==> config.mk <==
export PLATFORM = sky130hd
export DESIGN_NAME = demux1t2_stream
export DESIGN_NICKNAME = d
export VERILOG_FILES = /design/src/rtl/demux_pkg.sv /design/src/rtl/demux_fifo2.sv /design/src/rtl/demux1t2_stream.sv
export SDC_FILE = /design/constraint.sdc
export NUM_CORES = 1
export LEC_CHECK = 0
export CAP_MARGIN = 20
export CELL_PAD_IN_SITES_DETAIL_PLACEMENT = 1
export CELL_PAD_IN_SITES_GLOBAL_PLACEMENT = 1
export CORE_UTILIZATION = 37
export DETAILED_ROUTE_END_ITERATION = 8
export GPL_TIMING_DRIVEN = 0
export PLACE_DENSITY_LB_ADDON = 0.1
export SYNTH_ARGS = -nofsm -noshare
export SYNTH_HDL_FRONTEND = slang
export SYNTH_SLANG_ARGS = --single-unit
export TNS_END_PERCENT = 100
==> constraint.sdc <==
create_clock -name clk -period 1.59 [get_ports clk]
set_clock_uncertainty 0.1 [all_clocks]
set_input_delay 0.318 -clock clk [delete_from_list [all_inputs] [get_ports clk]]
set_output_delay 0.318 -clock clk [all_outputs]
set_load 0.03 [all_outputs]
==> src/rtl/demux_pkg.sv <==
// Shared definitions for the two-way streaming demultiplexer.
package demux_pkg;

  // Width of the per-port delivery counters shown on the lab board.
  localparam int CNT_W = 8;

  // Destination encoding carried on the sel input.
  typedef enum logic {
    PORT0 = 1'b0,
    PORT1 = 1'b1
  } port_sel_e;

endpackage

==> src/rtl/demux_fifo2.sv <==
// Small synchronous FIFO used as the buffer behind each demux output port.
// The head is registered state only and reads as zero while the FIFO is empty,
// so a pushed word is first visible the cycle after it is written.
module demux_fifo2 #(
  parameter int WIDTH = 4,
  parameter int DEPTH = 2
) (
  input  logic             clk,
  input  logic             rst_n,
  input  logic             push,
  input  logic [WIDTH-1:0] push_data,
  input  logic             pop,
  output logic [WIDTH-1:0] head,
  output logic             full,
  output logic             empty
);

  localparam int PTR_W  = (DEPTH > 1) ? $clog2(DEPTH) : 1;
  localparam int FILL_W = $clog2(DEPTH + 1);

  logic [WIDTH-1:0]  mem_q [DEPTH];
  logic [WIDTH-1:0]  mem_d [DEPTH];
  logic [PTR_W-1:0]  wr_ptr_q, wr_ptr_d;
  logic [PTR_W-1:0]  rd_ptr_q, rd_ptr_d;
  logic [FILL_W-1:0] count_q, count_d;
  logic              do_push;
  logic              do_pop;

  assign full    = (count_q == FILL_W'(DEPTH));
  assign empty   = (count_q == '0);
  assign do_push = push && !full;
  assign do_pop  = pop && !empty;
  assign head    = empty ? '0 : mem_q[rd_ptr_q];

  // Next-state for storage, pointers (wrapping naturally at DEPTH) and occupancy.
  always_comb begin
    mem_d    = mem_q;
    wr_ptr_d = wr_ptr_q;
    rd_ptr_d = rd_ptr_q;
    count_d  = count_q;
    if (do_push) begin
      mem_d[wr_ptr_q] = push_data;
      wr_ptr_d        = wr_ptr_q + PTR_W'(1);
    end
    if (do_pop) begin
      rd_ptr_d = rd_ptr_q + PTR_W'(1);
    end
    case ({do_push, do_pop})
      2'b10:   count_d = count_q + FILL_W'(1);
      2'b01:   count_d = count_q - FILL_W'(1);
      default: count_d = count_q;
    endcase
  end

  // State registers; reset empties the FIFO and discards anything buffered.
  always_ff @(posedge clk or negedge rst_n) begin
    if (!rst_n) begin
      mem_q    <= '{default: '0};
      wr_ptr_q <= '0;
      rd_ptr_q <= '0;
      count_q  <= '0;
    end else begin
      mem_q    <= mem_d;
      wr_ptr_q <= wr_ptr_d;
      rd_ptr_q <= rd_ptr_d;
      count_q  <= count_d;
    end
  end

endmodule

==> src/rtl/demux1t2_stream.sv <==
// Two-way streaming demultiplexer: each accepted input word is steered by sel
// into one of two FIFOs, each draining through its own valid/ready port, with
// a wrapping delivery counter per port.
module demux1t2_stream
  import demux_pkg::*;
#(
  parameter int WIDTH = 4,
  parameter int DEPTH = 2
) (
  input  logic             clk,
  input  logic             rst_n,
  input  logic             sel,
  input  logic [WIDTH-1:0] d,
  input  logic             in_valid,
  output logic             in_ready,
  output logic [WIDTH-1:0] o0,
  output logic             o0_valid,
  input  logic             o0_ready,
  output logic [WIDTH-1:0] o1,
  output logic             o1_valid,
  input  logic             o1_ready,
  output logic [CNT_W-1:0] cnt0,
  output logic [CNT_W-1:0] cnt1
);

  port_sel_e        dest;
  logic             accept;
  logic             push0, push1;
  logic             pop0, pop1;
  logic             full0, full1;
  logic             empty0, empty1;
  logic [WIDTH-1:0] head0, head1;
  logic [CNT_W-1:0] cnt0_q, cnt0_d;
  logic [CNT_W-1:0] cnt1_q, cnt1_d;

  // in_ready looks only at sel and registered FIFO state, never at o*_ready.
  assign dest     = port_sel_e'(sel);
  assign in_ready = (dest == PORT1) ? !full1 : !full0;
  assign accept   = in_valid && in_ready;
  assign push0    = accept && (dest == PORT0);
  assign push1    = accept && (dest == PORT1);

  assign o0_valid = !empty0;
  assign o1_valid = !empty1;
  assign o0       = head0;
  assign o1       = head1;
  assign pop0     = o0_valid && o0_ready;
  assign pop1     = o1_valid && o1_ready;

  assign cnt0 = cnt0_q;
  assign cnt1 = cnt1_q;

  demux_fifo2 #(.WIDTH(WIDTH), .DEPTH(DEPTH)) u_fifo0 (
    .clk       (clk),
    .rst_n     (rst_n),
    .push      (push0),
    .push_data (d),
    .pop       (pop0),
    .head      (head0),
    .full      (full0),
    .empty     (empty0)
  );

  demux_fifo2 #(.WIDTH(WIDTH), .DEPTH(DEPTH)) u_fifo1 (
    .clk       (clk),
    .rst_n     (rst_n),
    .push      (push1),
    .push_data (d),
    .pop       (pop1),
    .head      (head1),
    .full      (full1),
    .empty     (empty1)
  );

  // Delivery counters advance on each completed output transfer and wrap at 256.
  always_comb begin
    cnt0_d = pop0 ? cnt0_q + CNT_W'(1) : cnt0_q;
    cnt1_d = pop1 ? cnt1_q + CNT_W'(1) : cnt1_q;
  end

  // Counter registers, cleared immediately by reset.
  always_ff @(posedge clk or negedge rst_n) begin
    if (!rst_n) begin
      cnt0_q <= '0;
      cnt1_q <= '0;
    end else begin
      cnt0_q <= cnt0_d;
      cnt1_q <= cnt1_d;
    end
  end

endmodule

==> results of run 1 <==
==> repair_timing <==
| item | in CTS | in global routing |
|---|---|---|
| gates resized for setup | 104 | 26 |
| setup endpoints to repair | 33 | 29 |
| buffers inserted | 14 | 3 |
| pin swaps | 7 | 8 |
==> cells by family (layout without fill, tap and decap cells) <==
group	after synthesis	count (layout)	synth area share (%)
xor+xnor	24	24	11.16
fa+ha+maj	4	4	2.656
buf+inv	8	65	2.391
flops	40	40	53.12
mux	24	24	14.61
simple gates	49	49	14.87
compound gates	3	3	1.195
==> critical path, delay by kind of cell, from the launching register on <==
family / cells / cell delay, ps
DFF: 1 / 380
buffers and inverters: 2 / 320
and+or+nand+nor: 2 / 260
==> state kept, by name (all words and copies together) (netlist names), 2 cells and up <==
register         count
u_fifo1.mem_q        8
u_fifo1.count_q      2
u_fifo0.mem_q        8
u_fifo0.count_q      2
cnt0                 8
cnt1                 8
==> power groups by stage <==
stage / Sequential (mW) / Clock (mW) / Combinational, mW
finish: 1.98 / 0.718 / 3.25
global route: 2.07 / 0.772 / 3.49
CTS: 1.96 / 0.735 / 3.14
detailed placement: 1.92 / 0 / 2.95
global placement: 1.89 / 0 / 2.87
floorplan: 2.13 / 0 / 1.70
==> per-layer routing <==
| metal | up-vias | wire [um] | global-route usage, % |
|---|---|---|---|
| met5 | - | 0 | 0 |
| met4 | 0 | 65 | 7.051 |
| met3 | 6 | 183 | 5.213 |
| met2 | 28 | 2029 | 27.57 |
| met1 | 659 | 1860 | 21.63 |
| li1 | 631 | - | - |
==> final timing paths <==
kind	startpoint	depth (start not counted)	to	slack, ps
setup / recovery	u_fifo1.count_q[0]	4	o1[1]	-90
hold reg to reg	cnt0[7]	1	cnt0[7]	360
hold / removal	rst_n	1	cnt0[2]	50
min in group clk	cnt0[7]	1	cnt0[7]	360
setup reg to reg	u_fifo0.count_q[0]	7	u_fifo0.count_q[1]	-80
max in group asynchronous	rst_n	1	u_fifo1.count_q[1]	700
==> layout by cell type, fill, tap and decap left out, types with 2 or more instances in the layout <==
cell             instances
dfrtp_1                 36
buf_4                   18
xnor2_1                 14
nand2_1                 11
dlygate4sd2_1           10
buf_6                    9
mux2_2                   9
nor2_1                   8
xor2_1                   8
mux2i_1                  7
nand4_1                  7
mux2_4                   7
clkbuf_8                 6
clkdlybuf4s50_1          6
nor2_2                   4
nor3_1                   4
clkdlybuf4s15_1          4
clkbuf_2                 4
dfrtp_2                  4
nor2_4                   3
o21ai_4                  2
inv_2                    2
and3_1                   2
nand3_1                  2
xnor2_2                  2
ha_1                     2
ha_4                     2
clkinv_2                 2
buf_2                    2
==> final cells by class <==
type	instances	area, um^2
multi-input cells	104	958.4
clock inverters	2	10.01
inverters	4	17.52
fillers	531	2205
clock buffers	6	82.58
flip-flops and latches	40	1006
plain buffers	1	11.26
well taps	67	83.83
repair buffers	52	442.9
==> qor.txt, run 1 <==
CTS tree: built
DPL Wire Length: 2743 um
DRC: 0
Final Cycle Share: 105.4%
instance area at placement: 2338 um^2
post-layout instance area: 2613 um^2
final slew viol count: 0
RSZ-0062 raised after global routing: yes
Critical Path AT: 1260 ps
nets: 222
final core occ: 54.23%
Max Cap Violations: 0
total power: 5.956 mW
Main synth FF type: dfrtp_1
Synth Net Count: 166
Worst path max stage delay: 380 ps
Critical Path End Type: primary output
Worst-Skew Late Latency: 300 ps
H-tree depth: 2
Synth area leaders: dfrtp_1 53%, xnor2_1 7.4%, mux2_2 7.2%
Worst setup SP type: register
placed insts: 255
status: finished, violations left
synth warn: 0
share of the synthesized area in the top cell type: 53.12%
Distinct cells, synth: 26
Place WS: -696.6 ps
Root Driver: clkbuf_8
Via Count: 1324
Synth Register Bits: 40
CP Cell Sequence: buf_6 -> nor2_4 -> nor2_1 -> buf_2
Comb pwr share: 54.6%
initial drt markers: 28
switching power total: 2.541 mW
first-pass iteration count of the detailed router: 2
wirelength, routed: 4139 um
Post-Syn Area per Cell: 12.40 um^2
Avg WL per Cell: 15.00 um
GP Congestion: 0.7146
Seq/Total Area, Yosys: 53.12%
number of synthesized flops with an enable pin: 0
final cell count without fillers: 276
vias in the first global route: 1359
antenna viol nets, final: 0
Reg clk slew, reported paths: 80 ps
most frequent cell after synthesis: dfrtp_1
final hold viol count: 0
Async SR Flop Fraction: 100.0%
Die Footprint: 5382 um^2
failing checks: setup timing
buffers added on ports: 36
largest net degree at the start of global routing: 41
Clock Sinks: 40
cts hold-fix bufs: 0
worst setup margin: -85.98 ps
gate count of the mapped netlist: 152
Ports: 37
Hold WC Path Type: in2async
Syn Std Cell Area: 1884 um^2
Die X: 73.37 um
Achievable Freq: 596.7 MHz
Avg Vias per Cell: 4.797
min Tclk post-route: 1676 ps
Worst path slowest cell: dfrtp_1
starting density of the core: 39.12%
Area Overhead vs Synth: 38.65%
Inserted Diodes: 0
Commonest cells post-synth: 40 x dfrtp_1, 16 x xnor2_1, 15 x nor2_1, 12 x mux2_2, 11 x nand2_1
Overall Global Routing Usage: 17.18%
Slew headroom: 38.35%
worst slew pin tran: 924.7 ps
Worst Hold Slack: 45.97 ps
Die Ht: 73.37 um
Setup TNS Final: -600.0 ps
Clock Power Share: 12.1%
kind of critical path: reg2out
P_int: 3.415 mW
Worst VDD drop: 0.001151 V
grt total ovfl: 0
Seq pwr share: 33.3%
core area: 4817 um^2
Max Root-Sink Buffers: 2
CTS Buf Count: 5
Leakage: 1.225 nW
switching part of the total power: 42.66%
share of layout cells above drive strength 1: 41.15%
CP Max Fanout: 6
Row Count: 25
Power Density: 2280 nW/um^2
final setup fails: 15
CP required: 1170 ps
first-pass GRT wire length: 6734 um
Yosys top cell by area: dfrtp_1
initial antenna violation count: 0
No activity file was read; power rests on OpenSTA's default activity.
==> inputs of run 2 (changes only) <==
--- a/config.mk
+++ b/config.mk
@@ -12,6 +12,7 @@
 export DETAILED_ROUTE_END_ITERATION = 8
 export GPL_TIMING_DRIVEN = 0
 export PLACE_DENSITY_LB_ADDON = 0.1
+export RECOVER_POWER = 25
 export SYNTH_ARGS = -nofsm -noshare
 export SYNTH_HDL_FRONTEND = slang
 export SYNTH_SLANG_ARGS = --single-unit
==> run 2 against run 1 <==
The flow still finishes with violations (setup timing). Total power hardly changed. Via count is the same. First-iteration DRC count stayed put. Clock power barely moved. Die area unchanged. Combinational power about the same. Hold slack gained 36 ps. Sequential share of layout area unchanged.
==> qor.txt, run 2 (synthesized netlist as in run 1, its figures left out) <==
core area: 4817 um^2 (unchanged)
first-pass iteration count of the detailed router: 2 (unchanged)
Reg clk slew, reported paths: 80 ps (about the same)
share of layout cells above drive strength 1: 41.15% (unchanged)
footprint of the multi-input gates: 958.4 um^2 (unchanged)
status: finished, violations left
Achievable Freq: 596.7 MHz (unchanged)
Worst path slowest cell: dfrtp_1
vias in the first global route: 1359 (unchanged)
buffers added on ports: 36 (unchanged)
Inserted Diodes: 0 (unchanged)
P_int: 3.415 mW (about the same)
Worst-Skew Late Latency: 300 ps (about the same)
initial antenna violation count: 0 (unchanged)
final hold viol count: 0 (unchanged)
Die Footprint: 5382 um^2 (unchanged)
Worst VDD drop: 0.001151 V (about the same)
Hold WC Path Type: in2async
Overall Global Routing Usage: 17.18% (unchanged)
largest net degree at the start of global routing: 41 (unchanged)
Avg WL per Cell: 15.00 um (unchanged)
placed insts: 255 (unchanged)
DRC: 0 (unchanged)
Max Cap Violations: 0 (unchanged)
Slew headroom: 31.01% (-7.3 points)
starting density of the core: 39.12% (unchanged)
Die Ht: 73.37 um (unchanged)
Row Count: 25 (unchanged)
Avg Vias per Cell: 4.797 (unchanged)
total power: 5.955 mW (about the same)
Seq pwr share: 33.3% (about the same)
Die X: 73.37 um (unchanged)
Critical Path End Type: primary output
Worst Path Buf+Inv: 2 (unchanged)
wirelength, routed: 4139 um (unchanged)
Place WS: -696.6 ps (unchanged)
initial drt markers: 28 (unchanged)
CP Cell Sequence: buf_6 -> nor2_4 -> nor2_1 -> buf_2
Fillers: 531 (unchanged)
cts hold-fix bufs: 0 (unchanged)
CP Max Fanout: 6 (unchanged)
Clock Power Share: 12.1% (about the same)
H-tree depth: 2 (unchanged)
switching part of the total power: 42.66% (about the same)
final setup fails: 15 (unchanged)
CP required: 1170 ps (about the same)
Worst setup SP type: register
Max Root-Sink Buffers: 2 (unchanged)
RSZ-0062 raised after global routing: yes
Critical Path AT: 1260 ps (about the same)
failing checks: setup timing
final cell count without fillers: 276 (unchanged)
most frequent cells in the layout: 36 x dfrtp_1, 18 x buf_4, 14 x xnor2_1, 11 x nand2_1, 10 x dlygate4sd2_1
Via Count: 1324 (unchanged)
GP Congestion: 0.7146 (unchanged)
Leakage: 1.226 nW (about the same)
CP top delay family: flip-flops
Comb pwr share: 54.6% (about the same)
Final Cycle Share: 105.4% (unchanged)
CTS tree: built
Worst path max stage delay: 380 ps (about the same)
Storage cell area: 1006 um^2 (unchanged)
worst setup margin: -85.98 ps (unchanged)
Root Driver: clkbuf_8
DPL Wire Length: 2743 um (unchanged)
Power Density: 2280 nW/um^2 (about the same)
nets: 222 (unchanged)
min Tclk post-route: 1676 ps (unchanged)
switching power total: 2.541 mW (unchanged)
first-pass GRT wire length: 6734 um (unchanged)
CTS Buf Count: 5 (unchanged)
instance area at placement: 2338 um^2 (unchanged)
most common cell after layout, fill and taps aside: dfrtp_1
post-layout instance area: 2613 um^2 (unchanged)
Area Overhead vs Synth: 38.65% (unchanged)
antenna viol nets, final: 0 (unchanged)
final slew viol count: 0 (unchanged)
worst slew pin tran: 1035 ps (+110.1 ps)
kind of critical path: reg2out
Clock Sinks: 40 (unchanged)
Ports: 37 (unchanged)
grt total ovfl: 0 (unchanged)
run 2: changes by cell type in the layout (fill, tap and decap cells not counted), sizes merged:
| cell | previous run | this run |
|---|---|---|
| buf | 29 | 28 |
| clkbuf | 10 | 11 |
run 2: worst register-to-register path, stage by stage (launching register included):
cell      delay (ps)
dfrtp_1          430
nand2b_4         180
buf_6            110
nand3b_1         150
ha_4             210
xnor2_2          130
nor2_2           100
xor2_1           190
run 2: worst paths after layout:
kind                               startpoint  slack (ps)  cells past startpoint                  to
max reg2reg                u_fifo0.count_q[0]         -80                      7  u_fifo0.count_q[1]
max in group asynchronous               rst_n         600                      1  u_fifo1.count_q[1]
min reg2reg                           cnt0[7]         360                      1             cnt0[7]
min                                     rst_n          80                      1             cnt0[2]
max                        u_fifo1.count_q[0]         -90                      4               o1[1]
min in group clk                      cnt0[7]         360                      1             cnt0[7]
run 2: metrics by stage:
stage                     hold WS, ps  setup TNS, ps  util, %
after detailed placement        356.5          -8978    48.55
after global placement          356.4         -41720    48.65
after floorplan                -77.59              0        -
final                           82.18         -600.0    54.23
after global routing            167.1          -1548    54.23
after CTS                       71.99         -766.5    53.53
run 2: routing by layer:
layer | vias up | global-route usage, % | share of wire, %
li1 | 631 | - | -
met1 | 659 | 21.63 | 45
met2 | 28 | 27.57 | 49
met3 | 6 | 5.213 | 4.4
met4 | 0 | 7.051 | 1.6
met5 | - | 0 | 0
run 2: repair_timing:
item,in CTS,in global routing
pin swaps,7,8
buffers inserted,14,3
resized for setup,104,26
setup endpoints to repair,33,29
endpoints found under the hold margin,0,0
run 2: power groups by stage:
stage	clock network [mW]	logic, mW	registers, mW
finish	0.718	3.25	1.98
global route	0.772	3.49	2.07
CTS	0.735	3.14	1.96
detailed placement	0	2.95	1.92
global placement	0	2.87	1.89
floorplan	0	1.70	2.13
run 2: final cells by class:
type | count | share of cell area, %
Multi-Input combinational cell | 104 | 36.69
Tap cell | 67 | 3.209
Timing Repair Buffer | 52 | 16.95
Clock inverter | 2 | 0.3831
Clock buffer | 6 | 3.161
Sequential cell | 40 | 38.51
Buffer | 1 | 0.4310
Inverter | 4 | 0.6705
==> inputs of run 3 (changes only) <==
--- a/config.mk
+++ b/config.mk
@@ -8,7 +8,8 @@
 export CAP_MARGIN = 20
 export CELL_PAD_IN_SITES_DETAIL_PLACEMENT = 1
 export CELL_PAD_IN_SITES_GLOBAL_PLACEMENT = 1
-export CORE_UTILIZATION = 37
+export CORE_ASPECT_RATIO = 1.75
+export CORE_UTILIZATION = 44
 export DETAILED_ROUTE_END_ITERATION = 8
 export GPL_TIMING_DRIVEN = 0
 export PLACE_DENSITY_LB_ADDON = 0.1
==> constraint.sdc (replaced) <==
create_clock -name clk -period 2 [get_ports clk]
set_clock_uncertainty 0.1 [all_clocks]
set_input_delay 0.4 -clock clk [delete_from_list [all_inputs] [get_ports clk]]
set_output_delay 0.4 -clock clk [all_outputs]
set_load 0.03 [all_outputs]
==> run 3 against run 2 <==
Sequential cell count is the same. Combinational power shrank 32%. Largest power group unchanged. The flow now finishes without violations. Die area down 15%.
==> qor.txt, run 3 (synthesized netlist as in run 1, its figures left out) <==
status: completed
final slew viol count: 0 (unchanged)
Inserted Diodes: 0 (unchanged)
RSZ-0062 raised after global routing: yes
Final Cycle Share: 96.62%
kind of critical path: reg2out
Worst-Skew Late Latency: 290 ps (about the same)
r2r startpoint: u_fifo0.count_q[0]
Place WS: -375.2 ps (+321.4 ps)
antenna viol nets, final: 0 (unchanged)
Die Footprint: 4559 um^2 (-15%)
Hold WC Path Type: in2async
CP required: 1500 ps (+330 ps)
CP Max Fanout: 6 (unchanged)
Reg clk slew, reported paths: 70 ps (about the same)
nets: 207 (-6.8%)
Worst Setup SP: cnt1[3]
final cell count without fillers: 243 (-12%)
Worst Hold Slack: 162.8 ps (+80.62 ps)
R2R Path End: u_fifo0.count_q[1]
worst setup margin: 67.56 ps (+153.5 ps)
worst slew pin tran: 996.7 ps (-38.16 ps)
cell count of the worst reg-to-reg path: 6 (-1)
worst setup path endpoint: cnt1[3]
first-pass GRT wire length: 7079 um (+5.1%)
grt total ovfl: 0 (unchanged)
Critical Path AT: 1430 ps (+170 ps)
Achievable Freq: 517.5 MHz
Row Count: 31 (+24%)
GP Congestion: 0.6865 (-3.9%)
core area: 4111 um^2 (-15%)
placed insts: 237 (-7.1%)
Die X: 51.47 um (-30%)
Worst VDD drop: 0.001073 V (-6.8%)
Ports: 37 (unchanged)
cts hold-fix bufs: 0 (unchanged)
wirelength, routed: 4170 um (+0.75%)
Leakage: 1.092 nW (-11%)
min Tclk post-route: 1932 ps
CTS Buf Count: 5 (unchanged)
Worst setup SP type: register
CP Cell Sequence: clkdlybuf4s50_1
largest net degree at the start of global routing: 41 (unchanged)
vias in the first global route: 1414 (+4.0%)
Power Density: 1806 nW/um^2 (-21%)
Worst Path Buf+Inv: 1 (-1)
Area Overhead vs Synth: 27.42%
Clock Sinks: 40 (unchanged)
initial drt markers: 11 (-61%)
share of layout cells above drive strength 1: 21.65% (-19 points)
Critical Path End Type: primary output
Max Cap Violations: 0 (unchanged)
total power: 4.336 mW (-27%)
Critical Path Stages: 1 (-3)
final hold viol count: 0 (unchanged)
Root Driver: clkbuf_8
final setup fails: 0 (-15)
Max Root-Sink Buffers: 2 (unchanged)
CP top delay family: buffers and inverters
Slew headroom: 33.55% (+2.5 points)
H-tree depth: 2 (unchanged)
first-pass iteration count of the detailed router: 4 (+2)
most common cell after layout, fill and taps aside: dfrtp_1
buffers added on ports: 36 (unchanged)
Avg WL per Cell: 17.16 um (+14%)
Overall Global Routing Usage: 21.77% (+4.6 points)
Avg Vias per Cell: 5.230 (+9.0%)
most frequent cells in the layout: 36 x dfrtp_1, 22 x clkdlybuf4s50_1, 16 x xnor2_1, 13 x nor2_1, 12 x mux2_2
Reg2Reg Setup Slack: 160 ps (+240 ps)
Die Ht: 88.57 um (+21%)
Via Count: 1271 (-4.0%)
initial antenna violation count: 0 (unchanged)
Worst path slowest cell: clkdlybuf4s50_1
DPL Wire Length: 3188 um (+16%)
CTS tree: built
Setup TNS Final: 0 ps (+600.0 ps)
starting density of the core: 45.83% (+6.7 points)
Worst path max stage delay: 710 ps (+330 ps)
DRC: 0 (unchanged)
run 3: timing repair:
action | 4_1_cts | 5_1_grt
endpoints found under the setup margin | 11 | 5
gates resized for setup | 20 | 4
buffers inserted | 0 | 0
run 3: power breakdown:
| part | switching, mW | internal [mW] | leakage (nW) |
|---|---|---|---|
| Sequential | 0.400 | 1.19 | 0.484 |
| Clock | 0.261 | 0.281 | 0.0455 |
| Combinational | 1.22 | 0.983 | 0.562 |
| Total | 1.88 | 2.46 | 1.09 |
run 3: area by class of cell:
type / instances / area [um^2]
Inverter: 4 / 15.01
Fill cell: 449 / 1710
Buffer: 2 / 22.52
Clock buffer: 8 / 90.09
Multi-Input combinational cell: 104 / 860.8
Timing Repair Buffer: 36 / 345.3
Tap cell: 49 / 61.31
Sequential cell: 40 / 1006
run 3: metrics by stage:
stage	instance area [um^2]	utilization, %
global route	2401	58.40
floorplan	1884	-
global placement	2306	56.09
finish	2401	58.40
CTS	2389	58.09
detailed placement	2301	55.96
run 3: metal layers:
metal / routed length (um) / up-vias / track usage (%)
met5: 0 / - / 0
met4: 71 / 0 / 8.845
met3: 157 / 7 / 5.155
met2: 2515 / 33 / 41.32
met1: 1426 / 638 / 21.98
li1: - / 593 / -
run 3: worst min-delay path by stage:
stage                     depth (start not counted)    start       to
after floorplan                                   0    rst_n  cnt0[0]
after global placement                            1  cnt1[7]  cnt1[7]
final                                             1    rst_n  cnt0[2]
after detailed placement                          1  cnt1[7]  cnt1[7]
after CTS                                         1    rst_n  cnt0[0]
after global routing                              1    rst_n  cnt0[2]
